--- src/rtl/mult_job_arbiter.sv ---
// mult_job_arbiter: round-robin front end that time-shares one external
// multiply/popcount engine among NREQ requesters. It runs one job at a time,
// aborts a job whose engine never answers, and keeps job/error counters.
module mult_job_arbiter #(
  parameter int NREQ    = 4,
  parameter int IDW     = 2,
  parameter int TIMEOUT = 64
) (
  input  logic               clk,
  input  logic               n_reset,
  input  logic [NREQ-1:0]    req_valid,
  input  logic [NREQ*24-1:0] req_a1,
  input  logic [NREQ*24-1:0] req_a2,
  output logic [NREQ-1:0]    req_ready,
  output logic               eng_start,
  output logic [23:0]        eng_a1,
  output logic [23:0]        eng_a2,
  input  logic               eng_done,
  input  logic [31:0]        eng_w,
  input  logic [23:0]        eng_ones,
  input  logic               eng_ovf,
  output logic               rsp_valid,
  input  logic               rsp_ready,
  output logic [IDW-1:0]     rsp_id,
  output logic [31:0]        rsp_w,
  output logic [23:0]        rsp_ones,
  output logic               rsp_ovf,
  output logic               rsp_err,
  output logic               busy,
  output logic [15:0]        job_count,
  output logic [7:0]         err_count
);

  typedef enum logic [1:0] {S_IDLE, S_ISSUE, S_WAIT, S_RESP} state_e;

  // Timer only has to count WAIT cycles 0 .. TIMEOUT-1.
  localparam int              TW         = $clog2(TIMEOUT);
  localparam logic [TW-1:0]   TIMER_LAST = TW'(TIMEOUT - 1);
  localparam logic [IDW-1:0]  RR_INIT    = IDW'(NREQ - 1);

  state_e         state_q, state_d;
  logic           run_q;
  logic [IDW-1:0] rr_ptr_q, rr_ptr_d;
  logic [TW-1:0]  timer_q, timer_d;
  logic [23:0]    eng_a1_q, eng_a1_d, eng_a2_q, eng_a2_d;
  logic [IDW-1:0] rsp_id_q, rsp_id_d;
  logic [31:0]    rsp_w_q, rsp_w_d;
  logic [23:0]    rsp_ones_q, rsp_ones_d;
  logic           rsp_ovf_q, rsp_ovf_d;
  logic           rsp_err_q, rsp_err_d;
  logic [15:0]    job_count_q, job_count_d;
  logic [7:0]     err_count_q, err_count_d;

  logic           grant_found;
  logic [IDW-1:0] grant_idx;
  logic           take_job;
  logic           timer_expired;

  // Round-robin search starting just after the last granted requester.
  always_comb begin
    // NOTE: every signal assigned in a comb block gets a default first, so no path can infer a latch.
    grant_found = 1'b0;
    grant_idx   = '0;
    for (int k = 1; k <= NREQ; k++) begin
      if (!grant_found && req_valid[(int'(rr_ptr_q) + k) % NREQ]) begin
        grant_found = 1'b1;
        grant_idx   = IDW'((int'(rr_ptr_q) + k) % NREQ);
      end
    end
  end

  // run_q holds off grants for the first cycle after reset release, so
  // req_ready is guaranteed low throughout reset.
  assign take_job      = (state_q == S_IDLE) && run_q && grant_found;
  assign timer_expired = (timer_q == TIMER_LAST);

  // State register and reset-release qualifier.
  always_ff @(posedge clk or negedge n_reset) begin
    if (!n_reset) begin
      // NOTE: flops are updated with non-blocking assignments so every register samples pre-edge values.
      state_q <= S_IDLE;
      run_q   <= 1'b0;
    end else begin
      state_q <= state_d;
      run_q   <= 1'b1;
    end
  end

  // Next-state logic; eng_done wins over a same-cycle timeout.
  always_comb begin
    state_d = state_q;
    unique case (state_q)
      S_IDLE:  if (take_job)                    state_d = S_ISSUE;
      S_ISSUE:                                  state_d = S_WAIT;
      S_WAIT:  if (eng_done || timer_expired)   state_d = S_RESP;
      S_RESP:  if (rsp_ready)                   state_d = S_IDLE;
      default:                                  state_d = S_IDLE;
    endcase
  end

  // Moore/Mealy outputs decoded from the current state.
  always_comb begin
    req_ready = '0;
    if (take_job) req_ready = NREQ'(1) << grant_idx;
    eng_start = (state_q == S_ISSUE);
    rsp_valid = (state_q == S_RESP);
    busy      = (state_q != S_IDLE);
  end

  // Datapath next values: operand capture, result capture, timer, counters.
  always_comb begin
    rr_ptr_d    = rr_ptr_q;
    timer_d     = timer_q;
    eng_a1_d    = eng_a1_q;
    eng_a2_d    = eng_a2_q;
    rsp_id_d    = rsp_id_q;
    rsp_w_d     = rsp_w_q;
    rsp_ones_d  = rsp_ones_q;
    rsp_ovf_d   = rsp_ovf_q;
    rsp_err_d   = rsp_err_q;
    job_count_d = job_count_q;
    err_count_d = err_count_q;
    unique case (state_q)
      S_IDLE: begin
        if (take_job) begin
          eng_a1_d = req_a1[int'(grant_idx)*24 +: 24];
          eng_a2_d = req_a2[int'(grant_idx)*24 +: 24];
          rsp_id_d = grant_idx;
          rr_ptr_d = grant_idx;
        end
      end
      S_ISSUE: timer_d = '0;
      S_WAIT: begin
        if (eng_done) begin
          rsp_w_d    = eng_w;
          rsp_ones_d = eng_ones;
          rsp_ovf_d  = eng_ovf;
          rsp_err_d  = 1'b0;
        end else if (timer_expired) begin
          rsp_w_d    = '0;
          rsp_ones_d = '0;
          rsp_ovf_d  = 1'b0;
          rsp_err_d  = 1'b1;
        end else begin
          timer_d = timer_q + 1'b1;
        end
      end
      S_RESP: begin
        if (rsp_ready) begin
          if (!rsp_err_q)                  job_count_d = job_count_q + 16'd1;
          else if (err_count_q != 8'hFF)   err_count_d = err_count_q + 8'd1;
        end
      end
      default: ;
    endcase
  end

  // Datapath registers.
  always_ff @(posedge clk or negedge n_reset) begin
    if (!n_reset) begin
      rr_ptr_q    <= RR_INIT;
      timer_q     <= '0;
      eng_a1_q    <= '0;
      eng_a2_q    <= '0;
      rsp_id_q    <= '0;
      rsp_w_q     <= '0;
      rsp_ones_q  <= '0;
      rsp_ovf_q   <= 1'b0;
      rsp_err_q   <= 1'b0;
      job_count_q <= '0;
      err_count_q <= '0;
    end else begin
      rr_ptr_q    <= rr_ptr_d;
      timer_q     <= timer_d;
      eng_a1_q    <= eng_a1_d;
      eng_a2_q    <= eng_a2_d;
      rsp_id_q    <= rsp_id_d;
      rsp_w_q     <= rsp_w_d;
      rsp_ones_q  <= rsp_ones_d;
      rsp_ovf_q   <= rsp_ovf_d;
      rsp_err_q   <= rsp_err_d;
      job_count_q <= job_count_d;
      err_count_q <= err_count_d;
    end
  end

  assign eng_a1    = eng_a1_q;
  assign eng_a2    = eng_a2_q;
  assign rsp_id    = rsp_id_q;
  assign rsp_w     = rsp_w_q;
  assign rsp_ones  = rsp_ones_q;
  assign rsp_ovf   = rsp_ovf_q;
  assign rsp_err   = rsp_err_q;
  assign job_count = job_count_q;
  assign err_count = err_count_q;

endmodule

--- config.mk ---
export PLATFORM = sky130hd
export DESIGN_NAME = mult_job_arbiter
export DESIGN_NICKNAME = d
export VERILOG_FILES = /design/src/rtl/mult_job_arbiter.sv
export SDC_FILE = /design/constraint.sdc
export NUM_CORES = 1
export LEC_CHECK = 0
export CORE_AREA = 2 2 155 157
export DETAILED_ROUTE_END_ITERATION = 8
export DIE_AREA = 0 0 157 159
export GPL_ROUTABILITY_DRIVEN = 0
export GPL_TIMING_DRIVEN = 0
export MAX_ROUTING_LAYER = met4
export PLACE_DENSITY = 0.65
export SLEW_MARGIN = 20
export SYNTH_ARGS = -nofsm -noshare
export SYNTH_HDL_FRONTEND = slang
export SYNTH_SLANG_ARGS = --single-unit
--- constraint.sdc ---
create_clock -name clk -period 1.8 [get_ports clk]
set_input_delay 0.18 -clock clk [delete_from_list [all_inputs] [get_ports clk]]
set_output_delay 0.18 -clock clk [all_outputs]
set_load 0.01 [all_outputs]
After elaboration in Yosys (flattened, before gate mapping)
Index checks and enable logic that the tools add are counted.

Input bits: 257. Register bits after elaboration: 143. Output and inout bits: 139.

Add/subtract/negate cells: 7. Multiply operators: 1. Magnitude comparators: 4. Equality and inequality tests: 10. Shifts and indexed selects: 3. Bitwise gates (word level): 5. Reduce and logical (&&, ||, !) cells: 23. Muxes and demuxes: 36.

Operators by type and width (count): variable part select 96 x 32 -> 24 bit (1); variable part select 96 x 8 -> 24 bit (1); two-way mux 32 bit (2); two-way mux 24 bit (2); adder 16 x 1 -> 16 bit, second input constant (1); < comparator 3 x 4 -> 1 bit, second input constant (4); two-way mux 1 bit (16); two-way mux 2 bit (7); two-way mux 6 bit (2); case mux 6 bit (2 select lines) (1); AND reduction 3 bit (3); adder 8 x 1 -> 8 bit, second input constant (1); binary-select mux 1 bit (select 2 bit) (4); != test 2 bit, second input constant (4); != test 8 bit, second input constant (1); case mux 2 bit (4 select lines) (1); OR reduction 2 bit (4); adder 6 x 1 -> 6 bit, second input constant (1); equality test 6 bit, second input constant (1); nonzero test 2 bit (3); logical AND 1 bit (5); adder 2 x 1 -> 2 bit, second input constant (2); adder 2 bit, second input constant (2); AND 1 bit, first input constant (4); 12 further kinds (16).

Longest topological paths before layout
Gate-level depths: netlist (run 1).

Depth after elaboration: 19. Depth in mapped cells: 8. Depth with buffers taken out: 7.

Worst setup path before layout (run 1)
Ideal clock, no wire load.

Path type: reg-to-reg. Start: register rr_ptr_q[1]. End: register eng_a1_q[22] (netlist: eng_a1[22]). Period minus slack after synthesis: 1.900 ns. Arrival time: 1.768 ns. Required time: 1.668 ns. Setup slack: -0.100 ns. Stages on the path, launching flop included: 8. Library setup time: 0.132 ns. Path through: dfstp_2 buf_2 nor2_1 a221oi_4 buf_6 mux2_1 nand2_1 a21oi_1.

Longest elaborated chain between the ends: 16. Elaborated cells on any way between the ends: 34.

RTL lines: start, declared (line 43) `logic [IDW-1:0] rr_ptr_q, rr_ptr_d;`; start signal, assigned (line 173) `rr_ptr_q <= rr_ptr_d;`; adder 2 x 1 -> 2 bit (line 65, 67); binary-select mux 1 bit (select 2 bit) (line 65) `if (!grant_found && req_valid[(int'(rr_ptr_q) + k) % NREQ]) begin`; two-way mux 1 bit (implied by the code) (2 in a row) (line 65); two-way mux 1 bit (line 65); zero test 1 bit (line 65); logical AND 1 bit (line 65); two-way mux 1 bit (line 65); zero test 1 bit (line 65); logical AND 1 bit (line 65); two-way mux 1 bit (line 65); zero test 1 bit (line 65); logical AND 1 bit (line 65); two-way mux 2 bit / two-way mux 1 bit (equally long branches) (line 65); multiplier 2 x 2 -> 4 bit / logical AND 1 bit (equally long branches) (line 126, 74); variable part select 96 x 32 -> 24 bit / AND reduction 2 bit (equally long branches); end signal, assigned (line 175) `eng_a1_q <= eng_a1_d;`; end, declared (line 45) `logic [23:0] eng_a1_q, eng_a1_d, eng_a2_q, eng_a2_d;`.

Parallel ways exist; a longest one is shown, timed or not. The select of a mux whose other input is x is not followed. A chain may end at the register's enable or synchronous reset.

Worst setup path in the final report (run 1)
Start: register rr_ptr_q[0]. End: register eng_a1_q[23] (netlist: eng_a1[23]).

Same word-level chain as after synthesis.

==> metrics.log, run 1 <==
INFO  metric buffer_ports.inserted = roughly 390
INFO  metric failed_checks = negative setup slack
INFO  metric arrival = 2.46 ns
INFO  metric fillerInstances = around 2000
INFO  metric power.density = ~1500 nW/um2
INFO  metric worst_clock_skew = 0.0155 ns
INFO  metric clk_pin_slew = 0.06 ns
INFO  metric crit_slowest_cell = dfstp_2
INFO  metric globalRoute.totalOverflow = 0
INFO  metric intPower = 0.0123 W
INFO  metric final_net_count = between 1000 and 1500
INFO  metric report.final.setup_viol = between 50 and 60
INFO  metric path_buf_inv = 5
INFO  metric ff2ff_path_depth = 10
INFO  metric fp.coreArea = 23200 um2
INFO  metric critPathCaptureType = flop
INFO  metric ant_nets = 0
INFO  metric die_w = ~160 um
INFO  metric start_util = a little under a third
INFO  metric instances_no_fill = ~1600
INFO  metric postLayoutCoreUtil = between 50 and 60%
INFO  metric max_cap_viol_count = 0
INFO  metric worst_slew_pin_slew = between 0.6 and 0.7 ns
INFO  metric r2r_setup_slack = -0.37 ns
INFO  metric synthCells = between 700 and 800
INFO  metric cts.htree.levels = 4
INFO  metric number_of_buffers_inserted_during_clock_tree_synthesis = 17
INFO  metric final_period_minus_worst_setup_slack = between 2 and 2.5 ns
INFO  metric synth_largest_type_area_fraction = 49.2%
INFO  metric cp.required = roughly 2.1 ns
INFO  metric cts.sinks = between 100 and 150
INFO  metric tritoncts = yes
INFO  metric area_growth_syn_to_layout = 88.2%
INFO  metric die_h = 159 um
INFO  metric synth_top_cells_by_area = dfrtp_1 49%, nand2_1 9.4%, mux2_1 6.4%
INFO  metric yosysUniqueCellTypes = 47
INFO  metric holdCritPathClass = in -> reg
INFO  metric layout.cells.most_common = clkdlybuf4s50_1
INFO  metric dpl-instance-area = around 12000 um2
INFO  metric maxSlewViolCount = 0
INFO  metric syn_area = approximately 7000 um2
INFO  metric layout_setup_ws = -0.365 ns
INFO  metric maxClockFrequency = approximately 0.46 GHz
INFO  metric synth_edf_count = 0
INFO  metric grt_util_all_layers = 24.7%
INFO  metric number_of_warnings_reported_in_the_yosys_synthesis_log = 0
INFO  metric routed_via_density = 4.96
INFO  metric worst_path_largest_cell_delay = just under 0.6 ns
INFO  metric finish.instance_area = approximately 13000 um2
INFO  metric worstReg2RegStart = rr_ptr_q[0]$_DFFE_PN1P_
INFO  metric synth.avg_cell_area = 9.39 um2
INFO  metric hold_path.startpoint = req_valid[1]
INFO  metric dp.cells = 1475
INFO  metric cts-root-to-sink-buffers = 2
INFO  metric design.portCount = 396
INFO  metric count_of_tritonroute_iterations_in_the_first_routing_pass = 4
INFO  metric vias_post_dr = around 7700
INFO  metric max-vdd-ir-drop = 0.000705 V
INFO  metric antenna_found_initial = 5
INFO  metric rsz0062_at_grt = yes
INFO  metric slew_headroom = a little under three fifths
INFO  metric detail_route.wirelength = 30.6 mm
INFO  metric critical_path.startpoint_type = flop
INFO  metric worstSkewPairLatency = ~0.43 ns
INFO  metric logic_gate_share_of_total_power = 54.6%
INFO  metric power.clock.fraction = 18.5%
INFO  metric mostFrequentLayoutCells = 383 x clkdlybuf4s50_1, 141 x dfrtp_1, 139 x nand2_1
INFO  metric grt_pass1_vias = between 8000 and 9000
INFO  metric number_of_endpoints_with_negative_hold_slack_in_the_final_report = 0
INFO  metric grt_first_pass_wirelength = 45.8 mm
INFO  metric crit_path_max_fanout = 7
INFO  metric std_cell_rows = 56
INFO  metric setup.worst_path.class = reg -> reg
INFO  metric ys_async_sr_fraction = 100%
INFO  metric net-switching-power = 0.00737 W
INFO  metric cpLargestDelayFamily = buffers and inverters
INFO  metric critical_path_cell_by_cell = buf_12 -> nor2_4 -> a221oi_4 -> buf_6 -> buf_6 -> buf_12 -> buf_12 -> mux2_4 -> nand2_2 -> a21oi_2
INFO  metric synth.yosys.seq_area_share = around 50%
INFO  metric min_delay_worst_endpoint = rr_ptr_q[1]$_DFFE_PN1P_
INFO  metric status = finished with violations
INFO  metric power.leakage = approximately 5.8 nW
INFO  metric drc_errors = 0
INFO  metric yosys_register_bits = about 140
INFO  metric whs_path_depth = 5
INFO  metric root_buffer_cell = clkbuf_16
INFO  metric mappedNetlistNets = 1028
INFO  metric critical-path-top-cell-by-count = buf_12
INFO  metric drive_above_1_share = about a quarter
INFO  metric critical_r2r_capture = eng_a1[23]$_DFFE_PN0P_
INFO  metric pin_count_of_the_biggest_net_entering_global_routing = 74
INFO  metric setup_tns = -12.77 ns
INFO  metric seq_power_share = between 20% and 30%
INFO  metric finalCritPeriodShare = 120%
INFO  metric dr.first_iter.drc_count = between 300 and 400
INFO  metric die_area = about 25000 um2
INFO  metric hpwlAfterDp = roughly 22 mm
INFO  metric ys_dominant_reg_cell = dfrtp_1
INFO  metric post_drt_wl_per_cell = approximately 20 um
INFO  metric post-synth-top-area-cell = dfrtp_1
INFO  metric switching_share = 37.4%
## layout make-up
class	instances	area, um2	area share [%]
inverters	8	30.0	0.223
clock buffers	18	439	3.26
clock inverters	13	154	1.14
diodes	5	12.5	0.0928
flip-flops and latches	143	3580	26.6
plain buffers	50	354	2.63
multi-input cells	558	4090	30.3
well taps	319	399	2.96
repair buffers	436	4430	32.8
## worst reg2reg max path: stages (launching register included)
cell and delay, ns:
dfstp_2 0.58, buf_12 0.12, nor2_4 0.04, a221oi_4 0.31
buf_6 0.21, buf_6 0.13, buf_12 0.10, buf_12 0.12
mux2_4 0.32, nand2_2 0.07, a21oi_2 0.05
## kinds of logic (layout without fill, tap and decap cells)
group | Yosys count | count (layout) | synth area share (%)
AOI/OAI and AO/OA | 116 | 116 | 12.0
xor gates and xnor gates | 22 | 22 | 2.69
adders and majority gates | 8 | 8 | 1.40
buffers and inverters | 62 | 525 | 4.14
DFF | 143 | 143 | 50.0
muxes | 53 | 53 | 8.21
other | 1 | 6 | 0.0523
and+or+nand+nor | 358 | 358 | 21.6
## state kept, by name (all words and copies together), names as in the netlist
name       flops
rr_ptr_q       2
eng_a2        24
rsp_ovf        1
timer_q        6
rsp_w         32
rsp_err        1
state_q        2
run_q          1
rsp_id         2
rsp_ones      24
eng_a1        24
err_count      8
job_count     16
## how the worst max path moves through the flow
stage / end / depth (start not counted) / startpoint / slack [ns]
floorplan: req_ready[1] / 5 / rr_ptr_q[0]$_DFFE_PN1P_ / -0.03
global placement: rsp_ones[4]$_DFFE_PN0P_ / 1 / n_reset / -5.74
detailed placement: req_ready[1] / 5 / req_valid[0] / -1.35
CTS: req_ready[1] / 7 / rr_ptr_q[0]$_DFFE_PN1P_ / -0.36
global route: req_ready[1] / 7 / rr_ptr_q[0]$_DFFE_PN1P_ / -0.42
finish: eng_a1[23]$_DFFE_PN0P_ / 10 / rr_ptr_q[0]$_DFFE_PN1P_ / -0.37
## power by group through the flow
| stage | clock (W) | sequential (W) | combinational, W |
|---|---|---|---|
| CTS | 0.00374 | 0.00530 | 0.0104 |
| finish | 0.00364 | 0.00530 | 0.0108 |
| global route | 0.00388 | 0.00547 | 0.0115 |
| floorplan | 0 | 0.00586 | 0.00343 |
| global placement | 0 | 0.00530 | 0.00843 |
| detailed placement | 0 | 0.00534 | 0.00851 |
## what timing repair did
item / CTS / global route
gates resized for setup: 208 / 119
pin swaps: 48 / 27
hold buffers: 1 / 0
gates cloned: 4 / 0
setup buffers: 32 / 16
endpoints found under the hold margin: 70 / 0
endpoints found under the setup margin: 129 / 122
## cells in the mapped netlist, drive strengths merged (3+ instances only)
cell / instances
ha: 8
and2: 4
and3: 9
nor3: 4
o22a: 6
xor2: 6
nand2: 179
mux2i: 7
mux2: 46
a221o: 7
nand3: 75
a21oi: 47
nor2b: 7
xnor2: 16
nand4: 5
buf: 27
clkbuf: 27
nand2b: 3
a221oi: 43
dfrtp: 141
nor2: 65
inv: 8
## routing by layer
layer  vias up  routed length [um]  part of all wire (%)  global-route usage [%]
li1       3587                   -                     -                       -
met5         -                   0                     0                       -
met3        67                2530                   8.3                    7.59
met2       332               15200                    50                    41.3
met4         0                1200                   3.9                    10.5
met1      3708               11700                    38                    27.2
## per-stage QoR
stage          hold WS (ns)  power [W]  worst slack (ns)
2_1_floorplan        -0.116    0.00929           -0.0331
3_3_place_gp          0.461     0.0137             -5.74
3_5_place_dp          0.183     0.0138             -1.35
4_1_cts               0.254     0.0195            -0.359
5_1_grt               0.259     0.0209            -0.416
6_report              0.274     0.0197            -0.365
No activity file was read; power rests on OpenSTA's default activity.
==> run 2: changes to the inputs <==
CORE_AREA = not set   (was 2 2 155 157)
CORE_MARGIN = 10   (was not set)
CORE_UTILIZATION = 35   (was not set)
DIE_AREA = not set   (was 0 0 157 159)
PLACE_DENSITY = 0.73   (was 0.65)
==> metrics.log, run 2 (synthesis gave the netlist of run 1 again) <==
INFO  metric status = finished with violations
INFO  metric failed_checks = negative setup slack
INFO  metric buffer_ports.inserted = a little under 400
INFO  metric area_growth_syn_to_layout = 86.0%
INFO  metric ff2ff_path_depth = 9
INFO  metric report.power.total = 0.0195 W
INFO  metric root_buffer_cell = clkbuf_16
INFO  metric hpwlAfterDp = 25.0 mm
INFO  metric arrival = between 1.5 and 2 ns
INFO  metric holdCritPathClass = in -> reg
INFO  metric die_h = roughly 160 um
INFO  metric drive_above_1_share = around a quarter
INFO  metric grt_first_pass_wirelength = ~49 mm
INFO  metric multi_input_comb_area = between 4000 and 5000 um2
INFO  metric fillerInstances = between 1500 and 2000
INFO  metric drc_errors = 0
INFO  metric design.portCount = between 300 and 400
INFO  metric number_of_buffers_inserted_during_clock_tree_synthesis = 17
INFO  metric cts.htree.levels = 4
INFO  metric detail_route.wirelength = 33.6 mm
INFO  metric first_element_of_the_critical_path = rr_ptr_q[0]$_DFFE_PN1P_
INFO  metric crit_path_max_fanout = 5
INFO  metric cpLargestDelayFamily = flip-flops
INFO  metric worst_hold_slack = about 0.25 ns
INFO  metric pin_count_of_the_biggest_net_entering_global_routing = 86
INFO  metric vias_post_dr = about 7800
INFO  metric start_util = between 30% and 40%
INFO  metric path_buf_inv = 2
INFO  metric slew_headroom = 59.9%
INFO  metric die_w = 163 um
INFO  metric routed_via_density = between 5 and 6
INFO  metric power.leakage = 5.78 nW
INFO  metric cts.sinks = around 140
INFO  metric grt_pass1_vias = between 8000 and 9000
INFO  metric final_net_count = 1479
INFO  metric post_drt_wl_per_cell = around 22 um
INFO  metric maxClockFrequency = about 0.47 GHz
INFO  metric final_period_minus_worst_setup_slack = roughly 2.1 ns
INFO  metric die_area = between 20000 and 30000 um2
INFO  metric worstSkewPairLatency = 0.42 ns
INFO  metric critPathCaptureType = output port
INFO  metric fp.coreArea = between 20000 and 25000 um2
INFO  metric hold_path.startpoint = req_valid[1]
INFO  metric critPathCapture = req_ready[3]
INFO  metric critical_r2r_capture = eng_a2[8]$_DFFE_PN0P_
INFO  metric setup.worst_path.class = reg -> out
INFO  metric ant_nets = 0
INFO  metric crit_slowest_cell = dfstp_2
INFO  metric dr.first_iter.drc_count = 483
INFO  metric clk_pin_slew = ~0.06 ns
INFO  metric number_of_endpoints_with_negative_hold_slack_in_the_final_report = 0
INFO  metric antenna_found_initial = 8
INFO  metric finalCritPeriodShare = 119%
INFO  metric critical_path.startpoint_type = flop
INFO  metric layout.cells.most_common = clkdlybuf4s50_1
INFO  metric power.density = 1460 nW/um2
INFO  metric std_cell_rows = 52
INFO  metric worstReg2RegStart = rr_ptr_q[0]$_DFFE_PN1P_
INFO  metric critical_path_cell_by_cell = nand2b_4 -> and3_4 -> o32ai_4 -> buf_6 -> and3_1 -> buf_4
INFO  metric worst_path_largest_cell_delay = around 0.60 ns
INFO  metric grt_util_all_layers = between 20 and 25%
INFO  metric cts-root-to-sink-buffers = 2
INFO  metric seq_area = 3580 um2
INFO  metric r2r_setup_slack = -0.25 ns
INFO  metric rsz0062_at_grt = yes
INFO  metric max-vdd-ir-drop = around 0.00086 V
INFO  metric report.final.setup_viol = 52
INFO  metric cp.required = around 1.6 ns
INFO  metric mostFrequentLayoutCells = 383 x clkdlybuf4s50_1, 139 x dfrtp_1, 135 x nand2_1
INFO  metric layout_setup_ws = -0.334 ns
INFO  metric worst_slew_pin_slew = 0.602 ns
INFO  metric count_of_tritonroute_iterations_in_the_first_routing_pass = 5
INFO  metric maxSlewViolCount = 0
INFO  metric cp.depth = 6
INFO  metric worst_clock_skew = 0.0140 ns
INFO  metric tritoncts = yes
INFO  metric globalRoute.totalOverflow = 0
INFO  metric largest_register_ffs = 32
INFO  metric max_cap_viol_count = 0
[run 2: cell types whose count changed in the layout (fill, tap and decap cells not counted), sizes merged]
| cell | change |
|---|---|
| clkinv | +3 |
| clkbuf | +4 |
| buf | -5 |
| clkinvlp | -1 |
| diode | +3 |
| clkdlybuf4s15 | +1 |
| bufinv | -1 |
[run 2: timing repair]
action                     in CTS  in global routing
hold endpoints to repair       58                  0
hold buffers                    1                  0
cloned                          3                  2
gates resized for setup       197                 93
pin swaps                      33                 37
buffers inserted               23                 19
setup endpoints to repair     130                117
[run 2: worst register-to-register path, stage by stage, from the launching register on]
cell	delay, ns
dfstp_2	0.60
buf_6	0.13
nor2_4	0.04
a221oi_4	0.26
buf_6	0.17
buf_6	0.11
buf_8	0.14
mux2i_4	0.28
nor2_1	0.07
o22a_1	0.15
[run 2: where the power goes]
group	switching [W]	total, W	internal [W]	leakage, nW
combinational	0.00510	0.0107	0.00564	3.76
sequential	0.000791	0.00533	0.00454	1.74
clock	0.00151	0.00343	0.00193	0.270
[run 2: metal layers]
metal	routed length (um)	global-route usage [%]
met5	0	-
met3	3330	9.79
met1	12400	26.2
met2	16900	40.5
met4	1010	9.22
[run 2: per-stage QoR]
step / cells / util (%) / area (um2) / setup slack, ns / setup TNS (ns)
floorplan: 763 / - / 7210 / -0.0331 / -1.15
global placement: 1425 / 56.9 / 11500 / -5.58 / -855.28
detailed placement: 1426 / 57.0 / 11500 / -1.28 / -64.41
CTS: 1484 / 64.2 / 12900 / -0.318 / -11.81
global route: 1505 / 66.1 / 13300 / -0.383 / -15.31
finish: 1505 / 66.1 / 13300 / -0.334 / -11.36
[run 2: worst min path at each step]
stage	end	slack, ns	cells past startpoint
detailed placement	eng_a2[11]$_DFFE_PN0P_	0.15	1
finish	rr_ptr_q[1]$_DFFE_PN1P_	0.25	5
CTS	rr_ptr_q[1]$_DFFE_PN1P_	0.22	5
global route	rr_ptr_q[1]$_DFFE_PN1P_	0.26	5
global placement	rsp_id[1]$_DFFE_PN0P_	0.46	2
floorplan	eng_a1[0]$_DFFE_PN0P_	-0.12	0
[run 2: layout make-up]
cell class,count,share of cell area [%]
diodes,8,0.150
flip-flops and latches,143,26.9
multi-input cells,558,30.2
repair buffers,437,33.2
well taps,270,2.53
clock buffers,18,3.22
inverters,8,0.225
clock inverters,14,0.986
plain buffers,49,2.59
==> RTL change (settings of run 2) <==
The parameter `TIMEOUT` goes from 64 to 128.
--- a/src/rtl/mult_job_arbiter.sv
+++ b/src/rtl/mult_job_arbiter.sv
@@ -5,5 +5,5 @@
   parameter int NREQ    = 4,
   parameter int IDW     = 2,
-  parameter int TIMEOUT = 64
+  parameter int TIMEOUT = 128
 ) (
   input  logic               clk,
Check against the original RTL: same outputs for any inputs over 4 cycles, from zero or initial values and one cycle with n_reset low; that may be too few to reach the edited logic, so the function may still have changed.
==> RTL change against run 2 <==
  * The flow still finishes with violations (negative setup slack)
  * Hold slack better by 0.032 ns
  * Final cell count down 0.80%
  * Wire length rose by 2.7%
  * Sequential power rose by 2%
  * Sequential cell count rose by 1
  * Synthesized area up 4.1%
  * Worst setup slack improved by 0.10 ns
  * Sequential share of layout area about the same
  * Critical path depth is 2 higher
  * Final area is 0.73% higher
  * Power shrank 1.3%
  * Largest power group unchanged
==> RTL change: results (changes against run 2) <==
| Metric | Value |
|---|---|
| Post-synthesis cell count | 747 (-2.1%) |
| Vias | 8340 (+7.5%) |
| Syn_nets | 1012 (-1.6%) |
| Critical Path Sink | req_ready[0] |
| Hold WC Path Type | in2async |
| Worst-Margin Slew | 0.737 ns (+0.135 ns) |
| Top post-synthesis cells by area | dfrtp_1 (48%), a22o_1 (6.8%), a41oi_1 (5.9%) |
| Post-synth cell types | 55 (+17%) |
| Final setup fails | 48 (-7.7%) |
| Outcome | complete, but fails checks |
| Routed vias/inst | 5.59 (+8.4%) |
| Inverters | 13 (+5) |
| Static Leak | 5.47 nW (-5.3%) |
| Worst vdd ir | 0.770 mV (-11%) |
| # nets final | 1467 (-0.81%) |
| Setup crit start | req_valid[3] |
| Synth Area in Compound Gates | 0.281 (+0.161) |
| DP Cell Count | 1418 (-0.56%) |
| Worst Slack Setup Final | -0.235 ns (+0.0997 ns) |
| Cell family with most CP delay | buffers and inverters |
| Adder-Cell Fraction of Synth Area | 0.0134 (-0.000553) |
| Pre-CTS WS | -1.05 ns (+0.228 ns) |
| Port Buffer Count | 395 (+0.77%) |
| Violated checks | negative setup slack |
| Worst Skew | 0.0131 ns (-0.000842 ns) |
| Hold_ws | 0.282 ns (+0.0322 ns) |
| First-pass GRT wire length | 51200 um (+4.6%) |
| FF-to-FF path depth | 7 (-2) |
| NetSw | 7.25 mW (-2.0%) |
| Setup TNS | -5.88 ns (+5.48 ns) |
==> RTL change: power by group through the flow <==
stage                     Sequential, mW  Clock, mW  Combinational [mW]
after floorplan                     5.90          0                3.45
after global placement              5.42          0                8.53
after detailed placement            5.41          0                8.66
after CTS                           5.41       3.74                9.58
after global routing                5.59       3.87                10.8
final                               5.44       3.67                10.1
==> RTL change: how the worst min path moves through the flow <==
stage	startpoint	end	depth (start not counted)
2_1_floorplan	n_reset	eng_a1[0]$_DFFE_PN0P_	0
3_3_place_gp	job_count[15]$_DFFE_PN0P_	job_count[15]$_DFFE_PN0P_	1
3_5_place_dp	n_reset	eng_a1[0]$_DFFE_PN0P_	1
4_1_cts	req_a2[11]	eng_a2[11]$_DFFE_PN0P_	3
5_1_grt	req_a2[15]	eng_a2[15]$_DFFE_PN0P_	3
6_report	n_reset	eng_a1[0]$_DFFE_PN0P_	2
==> RTL change: cell families after synthesis <==
| kind of cell | Yosys count |
|---|---|
| buffers and inverters | 90 |
| AO/OA/AOI/OAI | 280 |
| AND/OR/NAND/NOR | 194 |
| multiplexers | 8 |
| other | 1 |
| XOR/XNOR | 22 |
| flip-flops | 144 |
| adder cells (fa/ha/maj) | 8 |
==> RTL change: what timing repair did <==
action | 4_1_cts | 5_1_grt
buffers inserted | 23 | 14
pin swaps | 20 | 27
gates resized for setup | 145 | 71
hold buffers | 1 | 0
cloned | 0 | 3
endpoints found under the setup margin | 122 | 97
endpoints found under the hold margin | 75 | 0
==> RTL change: routing by layer <==
layer / track usage / wire length, um / vias up / share of wire
li1: - / - / 3779 / -
met1: 0.279 / 13900 / 4124 / 0.40
met2: 0.386 / 16900 / 376 / 0.49
met3: 0.0752 / 2710 / 61 / 0.078
met4: 0.0901 / 1050 / 0 / 0.030
met5: - / 0 / - / 0
